File: src/rtl/serial_adder_pkg.sv
// Shared definitions for the bit-serial adder/subtractor: state encoding and
// the bit-counter width helper.
package serial_adder_pkg;

    localparam logic [1:0] ST_IDLE = 2'b00;
    localparam logic [1:0] ST_RUN  = 2'b01;
    localparam logic [1:0] ST_DONE = 2'b10;

    typedef enum logic [1:0] {
        IDLE = ST_IDLE,
        RUN  = ST_RUN,
        DONE = ST_DONE
    } state_e;

    // Width of a counter that indexes bits 0..width-1.
    function automatic int cnt_width(input int width);
        return (width > 1) ? $clog2(width) : 1;
    endfunction

endpackage

File: src/rtl/full_adder.sv
// One-bit full-adder cell from the arithmetic library.
module full_adder (
    input  logic a,
    input  logic b,
    input  logic cin,
    output logic sum,
    output logic cout
);

    assign sum  = a ^ b ^ cin;
    assign cout = (a & b) | (a & cin) | (b & cin);

endmodule

File: src/rtl/serial_adder_ctrl.sv
// Bit-serial adder/subtractor: one full-adder cell reused over WIDTH cycles,
// LSB first, with a registered carry and a start/done handshake.
module serial_adder_ctrl
    import serial_adder_pkg::*;
#(
    parameter int WIDTH = 8
) (
    input  logic             clk,
    input  logic             rst,
    input  logic             start,
    input  logic [WIDTH-1:0] a,
    input  logic [WIDTH-1:0] b,
    input  logic             cin,
    input  logic             sub,
    output logic             busy,
    output logic             done,
    output logic [WIDTH-1:0] sum,
    output logic             cout,
    output logic             ovf
);

    localparam int CW = cnt_width(WIDTH);

    state_e           state;
    state_e           next_state;
    logic             accept;
    logic [WIDTH-1:0] a_sr;
    logic [WIDTH-1:0] b_sr;
    logic [WIDTH-1:0] sum_sr;
    logic             carry;
    logic [CW-1:0]    cnt;
    logic             last_bit;
    logic             fa_sum;
    logic             fa_cout;
    logic             cout_r;
    logic             ovf_r;

    full_adder u_fa (
        .a    (a_sr[0]),
        .b    (b_sr[0]),
        .cin  (carry),
        .sum  (fa_sum),
        .cout (fa_cout)
    );

    assign last_bit = (cnt == CW'(WIDTH - 1));

    // NOTE: every signal written here gets a default first, so no path
    // through the case leaves it unassigned and no latch is inferred.
    always_comb begin
        next_state = state;
        accept     = 1'b0;
        unique case (state)
            IDLE, DONE: begin
                if (start) begin
                    accept     = 1'b1;
                    next_state = RUN;
                end else begin
                    next_state = IDLE;
                end
            end
            RUN: begin
                if (last_bit) next_state = DONE;
            end
            default: next_state = IDLE;
        endcase
    end

    // NOTE: state is updated with non-blocking assignments so every flop
    // samples the values from before the edge, regardless of statement order.
    always_ff @(posedge clk) begin
        if (rst) begin
            state  <= IDLE;
            a_sr   <= '0;
            b_sr   <= '0;
            sum_sr <= '0;
            carry  <= 1'b0;
            cnt    <= '0;
            cout_r <= 1'b0;
            ovf_r  <= 1'b0;
        end else begin
            state <= next_state;
            if (accept) begin
                // Subtraction is a + ~b + 1; the +1 rides in on the carry.
                a_sr  <= a;
                b_sr  <= sub ? ~b : b;
                carry <= sub | cin;
                cnt   <= '0;
            end else if (state == RUN) begin
                a_sr   <= {1'b0, a_sr[WIDTH-1:1]};
                b_sr   <= {1'b0, b_sr[WIDTH-1:1]};
                sum_sr <= {fa_sum, sum_sr[WIDTH-1:1]};
                carry  <= fa_cout;
                cnt    <= cnt + CW'(1);
                if (last_bit) begin
                    // carry still holds the carry into the MSB here.
                    cout_r <= fa_cout;
                    ovf_r  <= carry ^ fa_cout;
                end
            end
        end
    end

    assign busy = (state == RUN);
    assign done = (state == DONE);
    assign sum  = sum_sr;
    assign cout = cout_r;
    assign ovf  = ovf_r;

endmodule

File: config.mk
export PLATFORM = sky130hd
export DESIGN_NAME = serial_adder_ctrl
export DESIGN_NICKNAME = d
export VERILOG_FILES = /design/src/rtl/serial_adder_pkg.sv /design/src/rtl/full_adder.sv /design/src/rtl/serial_adder_ctrl.sv
export SDC_FILE = /design/constraint.sdc
export NUM_CORES = 1
export LEC_CHECK = 0
export BUFFER_PORTS_ARGS = -buffer_cell sky130_fd_sc_hd__buf_2
export CAP_MARGIN = 20
export CORE_MARGIN = 2
export CORE_UTILIZATION = 50
export DETAILED_ROUTE_END_ITERATION = 10
export PLACE_DENSITY = 0.8
export SYNTH_ARGS = -nofsm -noshare
export SYNTH_HDL_FRONTEND = slang
export SYNTH_HIERARCHICAL = 1
export SYNTH_SLANG_ARGS = --single-unit
export TNS_END_PERCENT = 100
File: constraint.sdc
create_clock -name clk -period 1.6 [get_ports clk]
set_clock_uncertainty 0.05 [all_clocks]
set_input_delay 0 -clock clk [delete_from_list [all_inputs] [get_ports clk]]
set_output_delay 0 -clock clk [all_outputs]
set_load 0.02 [all_outputs]
Word level (Yosys, flattened, before mapping)
Index checks and enable logic that the tools add are counted.

storage, ports and cells
  register bits = 32
  latch bits = 0
  bits in writable memories = 0
  bits in read-only memories = 0
  bits of input ports = 21
  output and inout bits = 12
  word-level logic and storage cells = 42
  memories = 0

operators by class
  add/sub/neg operators = 1
  $mul = 0
  div/mod/pow operators = 0
  $lt $le $gt $ge = 0
  equality and inequality tests = 4
  shift operators = 0
  muxes and demuxes = 12
  bitwise operators = 11
  reductions and logical operators = 6

operator list
  operator                                                count
  two-way mux 8 bit                                       5
  inverter 8 bit                                          1
  two-way mux 1 bit                                       5
  one-hot mux 2 bit (2 select lines)                      1
  OR reduction 2 bit                                      2
  adder 3 x 1 -> 3 bit (second input constant)            1
  AND 1 bit                                               3
  == test 3 bit (second input constant)                   1
  OR 1 bit                                                3
  AND reduction 3 bit                                     1
  XOR 1 bit                                               3
  == test 2 x 1 -> 1 bit (second input constant)          1
  == test 2 bit (second input constant)                   1
  logical NOT 2 bit                                       1
  two-way mux 2 bit                                       1
  inequality test 2 x 1 -> 1 bit (second input constant)  1
  AND reduction 2 bit                                     1
  nonzero test 2 bit                                      1
  inverter 1 bit                                          1

Depth between registers and ports, before layout
  word-level depth = 5
  depth in mapped cells = 6
  mapped depth without buffers = 5

Modules after synthesis
The synthesis kept the hierarchy.

modules (own cells, without submodules)
  module             instances  cells each  area an instance (um^2)  seq. area each (um^2)
  serial_adder_ctrl  1          154         1350.0                   640.6
  full_adder         1          1           20.0                     0.0

Least setup slack after synthesis
No wires, ideal clock.

  path type = reg-to-reg
  start point = reg a_sr[0]
  end point = reg ovf_r (netlist: ovf)
  library setup time = 0.132 ns
  arrival = 1.063 ns
  required time = 1.418 ns
  slack = 0.355 ns
  stages on the path, launching flop included = 5
  path buffers = 0
  clock period less this slack = 1.245 ns
  path through = dfxtp_1 > fa_1 > xor2_1 > nand3_1 > a21oi_1

between the ends
  word-level cells in the longest chain between the ends = 4
  elaborated cells between the ends (all ways) = 5
  classes of those cells = bitwise: 5

ends and longest elaborated chain
  item                       RTL line                 text
  start: declaration         serial_adder_ctrl.sv:27  logic [WIDTH-1:0] a_sr;
  start signal: assignment   serial_adder_ctrl.sv:90  a_sr <= {1'b0, a_sr[WIDTH-1:1]};
  AND 1 bit                  full_adder.sv:11         assign cout = (a & b) | (a & cin) | (b & cin);
  OR 1 bit (*) (2 in a row)  full_adder.sv:11
  named net fa_cout          serial_adder_ctrl.sv:34  logic fa_cout;
  XOR 1 bit (*)              serial_adder_ctrl.sv:98  ovf_r <= carry ^ fa_cout;
  end signal: assignment     serial_adder_ctrl.sv:98
  end: declaration           serial_adder_ctrl.sv:36  logic ovf_r;

The timed path passes the listed nets; every way through them passes the cells marked *.
A chain may end at the register's enable or synchronous reset.

Worst setup path after layout
  start point = reg state[0]
  end point = out busy

between the ends
  word-level cells in the longest chain between the ends = 1

ends and longest elaborated chain
  item                      RTL line                  text
  start: declaration        serial_adder_ctrl.sv:24   state_e state;
  start signal: assignment  serial_adder_ctrl.sv:82   state <= next_state;
  == test 2 x 1 -> 1 bit    serial_adder_ctrl.sv:104  assign busy = (state == RUN);
  end: declaration          serial_adder_ctrl.sv:15   output logic busy,

Every way passes these cells.

==> implementation parameters <==
Parameter                              Value

Critical path
  Crit path from ... state[0]
  Crit Path Class ... reg2out
  Count of cell instances traversed by the critical path ... 3
  Sequence of cells on the critical path ... nand2b_1 > inv_4 > buf_2
  Highest-delay cell along the critical path ... sky130_fd_sc_hd__dfxtp_1
  Critical path endpoint category ... output pin
  Worst Path Max Fanout ... 30
  Worst Path Arrival ... 1340 ps
  CP Buf/Inv Count ... 2
  Endpoint of the most critical setup path ... busy
  Internal reg-to-reg setup slack ... 220 ps
  Largest incremental delay on the critical path ... 380 ps
  Worst setup SP type ... register
  Terminus of the critical flop-to-flop path ... ovf
  Reg-to-reg critical path startpoint ... a_sr[0]
  Data required time at the worst endpoint ... 1550 ps
  Worst path top cell family by delay ... buffers and inverters
  Number of cell instances on the worst register-to-register path ... 4

Clock network
  Clock Pin Slew Worst Setup and Hold Paths ... 100 ps
  Number of buffers on the longest clock path ... 2
  Max H-tree Level ... 2
  CTS tree ... built
  Number of clock buffers inserted by TritonCTS ... 5
  Number of sinks handled by clock tree synthesis ... 32
  Clock tree root buffer cell ... sky130_fd_sc_hd__clkbuf_4
  Post-CTS Setup Bufs ... 0
  Clock Latency Late Sink ... 330 ps

Timing
  Count of pins over their slew limit ... 0
  Highest attainable clock frequency ... 0.719 GHz
  Final sum of negative setup slack ... 0 ps
  Slew at the pin closest to its max-slew limit ... 569 ps
  Relative max-transition margin ... 0.620
  Final critical-path required period ... 1390 ps
  Worst hold slack ... 27.5 ps
  Period Utilization, post-route ... 0.870
  Setup repair after global routing missed its margin ... no
  Final hold vios ... 0
  Setup violations, final ... 0

Detailed routing
  DR iter-0 viols ... 43
  DRC violation count after routing ... 0
  Number of optimization iterations in the first detailed-route pass ... 4
  Detailed-route vias per instance ... 5.40
  DRT antenna net count ... 0
  Average wire length per cell after detail routing ... 13.2 um
  Routed WL ... 3.04 mm
  Vias post-DR ... 1243

Power
  Pwr per Cell Area ... 1050 nW/um2
  Net Switching ... 0.453 mW
  Share of power burned in registers ... 0.476
  Share of total power in the clock network ... 0.374
  Proportion of total power due to net switching ... 0.246
  Static power due to leakage ... 0.738 nW
  Power Internal ... 1.39 mW
  Worst IR Drop VDD ... 0.937 mV
  Combinational fraction of design power ... 0.150

Global routing
  Pin count of the biggest net entering global routing ... 33
  Antenna violations before repair ... 0
  Via count of the first global-routing pass ... 1220
  Remaining global-route overflow ... 0
  Overall routing resource usage ... 0.213
  First-pass GRT wire length ... 5.18 mm

Synth
  Synth area leaders ... sky130_fd_sc_hd__dfxtp_1 47%, sky130_fd_sc_hd__nor3_1 9.5%, sky130_fd_sc_hd__nand2_1 6.0%
  Area of the mapped netlist ... 1370 um2
  Mean cell area of the mapped netlist ... 8.84 um2
  Sequential element share of the synthesized area ... 0.468
  Yosys cell types ... 26
  Net count after synthesis ... 179
  Dominant cell type by area after synthesis ... sky130_fd_sc_hd__dfxtp_1
  Warning count from the yosys run ... 6
  Mapped Cells ... 155
  Post-synthesis register bit count ... 32
  Post-synth top area share ... 0.468

Placement
  Weighted congestion reported at the end of routability-driven placement ... 0.708
  Half-perimeter wire length after detailed placement ... 1.90 mm
  Count of port buffers added during placement ... 32
  DP Area ... 1500 um2

Flow run
  Maxcap violations ... 0

Final layout
  Commonest non-fill, non-tap cells in the layout ... 32 x sky130_fd_sc_hd__dfxtp_1, 32 x sky130_fd_sc_hd__buf_2, 26 x sky130_fd_sc_hd__nor3_1
  Layout overhead on the synthesized area ... 28.1%
  Cell area after layout ... 1760 um2
  Filler cell count in the final layout ... 221
  Post-layout util ... 0.690
  Antenna diode count ... 0
  Final #Nets ... 223
  Share of final-layout standard cells stronger than drive strength 1 ... 0.225

Floorplanning
  Boundary Pins ... 33
  Initial standard-cell utilization of the core ... 0.538
  Die height ... 56.3 um
  DIE AREA ... 3170 um2
  Placeable Area ... 2540 um2
  Horizontal extent of the die ... 56.3 um
  Number of cell rows ... 18

Run status
  Outcome ... finished clean

Hold path
  Worst min-delay path category ... in2reg
[state kept, by name, indices dropped and copies added (netlist names)]
name   count
carry      1
ovf        1
cout       1
a_sr       8
sum        8
b_sr       8
cnt        3
state      2
[cell usage after synthesis]
cell,count
sky130_fd_sc_hd__buf_4,5
sky130_fd_sc_hd__a311oi_2,1
sky130_fd_sc_hd__o21ai_0,1
sky130_fd_sc_hd__o22ai_1,11
sky130_fd_sc_hd__nor2_1,3
sky130_fd_sc_hd__a31oi_1,1
sky130_fd_sc_hd__nand2b_1,2
sky130_fd_sc_hd__a21oi_1,13
sky130_fd_sc_hd__nand2_1,22
sky130_fd_sc_hd__ha_1,2
sky130_fd_sc_hd__xnor2_1,1
sky130_fd_sc_hd__nor2b_1,1
sky130_fd_sc_hd__xor2_1,9
sky130_fd_sc_hd__nor3_1,26
sky130_fd_sc_hd__fa_1,1
sky130_fd_sc_hd__clkbuf_1,3
sky130_fd_sc_hd__and2b_1,1
sky130_fd_sc_hd__mux2i_1,3
sky130_fd_sc_hd__dfxtp_1,32
sky130_fd_sc_hd__nand3_1,6
sky130_fd_sc_hd__clkinv_2,1
sky130_fd_sc_hd__buf_6,2
sky130_fd_sc_hd__buf_2,4
sky130_fd_sc_hd__nand3b_1,1
sky130_fd_sc_hd__a22oi_1,2
sky130_fd_sc_hd__o21a_1,1
[worst reg2reg max path, delay by kind of cell, from the launching register on]
| family | cells | cell delay [ps] |
|---|---|---|
| fa+ha+maj | 1 | 480 |
| flops | 1 | 340 |
| xor+xnor | 1 | 190 |
| compound gates | 1 | 150 |
| simple gates | 1 | 100 |
[routing by layer]
metal  track usage  vias up  share of wire
met5             0        -              0
met4        0.0986        0          0.016
met3        0.0783        6          0.071
met2         0.378       46           0.49
met1         0.220      562           0.42
li1              -      629              -
[worst min path at each step]
| stage | startpoint | end | slack, ps | cells past startpoint |
|---|---|---|---|---|
| after floorplan | rst | a_sr[6] | 20 | 1 |
| after global placement | a[0] | a_sr[0] | 240 | 3 |
| after detailed placement | a[0] | a_sr[0] | 250 | 3 |
| after CTS | b[5] | b_sr[5] | 20 | 4 |
| after global routing | b[5] | b_sr[5] | 50 | 4 |
| final | b[5] | b_sr[5] | 30 | 4 |
[metrics by stage]
step | std cells | total power, mW | setup WS, ps
after CTS | 230 | 1.85 | 82.2
after floorplan | 155 | 1.08 | 355
final | 230 | 1.84 | 209
after global routing | 230 | 1.93 | 127
after global placement | 206 | 1.12 | 274
after detailed placement | 206 | 1.14 | 197
[kinds of logic (layout without fill, tap and decap cells)]
group | after synthesis | in the layout | share of synthesized area
fa+ha+maj | 3 | 3 | 0.0329
flops | 32 | 32 | 0.468
simple gates | 62 | 62 | 0.210
xor+xnor | 10 | 10 | 0.0639
buf+inv | 15 | 60 | 0.0703
compound gates | 30 | 30 | 0.133
mux | 3 | 3 | 0.0219
[final cells by class]
cell class | instances | area [um2] | share of cell area
clock buffers | 7 | 65.1 | 0.0371
clock inverters | 1 | 30.0 | 0.0171
inverters | 1 | 6.26 | 0.00356
multi-input cells | 108 | 633 | 0.361
flip-flops and latches | 32 | 641 | 0.365
well taps | 30 | 37.5 | 0.0214
repair buffers | 51 | 343 | 0.195
[repair_timing]
action                                 4_1_cts  5_1_grt
setup endpoints to repair                    0        1
hold buffers                                16        0
endpoints found under the hold margin       16        0
gates resized for setup                      0        1
[power by group through the flow]
| stage | clock [mW] | combinational [mW] | sequential [mW] |
|---|---|---|---|
| after detailed placement | 0 | 0.243 | 0.895 |
| after global placement | 0 | 0.233 | 0.891 |
| after CTS | 0.701 | 0.274 | 0.876 |
| after global routing | 0.739 | 0.306 | 0.883 |
| final | 0.688 | 0.277 | 0.876 |
| after floorplan | 0 | 0.194 | 0.891 |
Power figures use the tool's default switching activity.
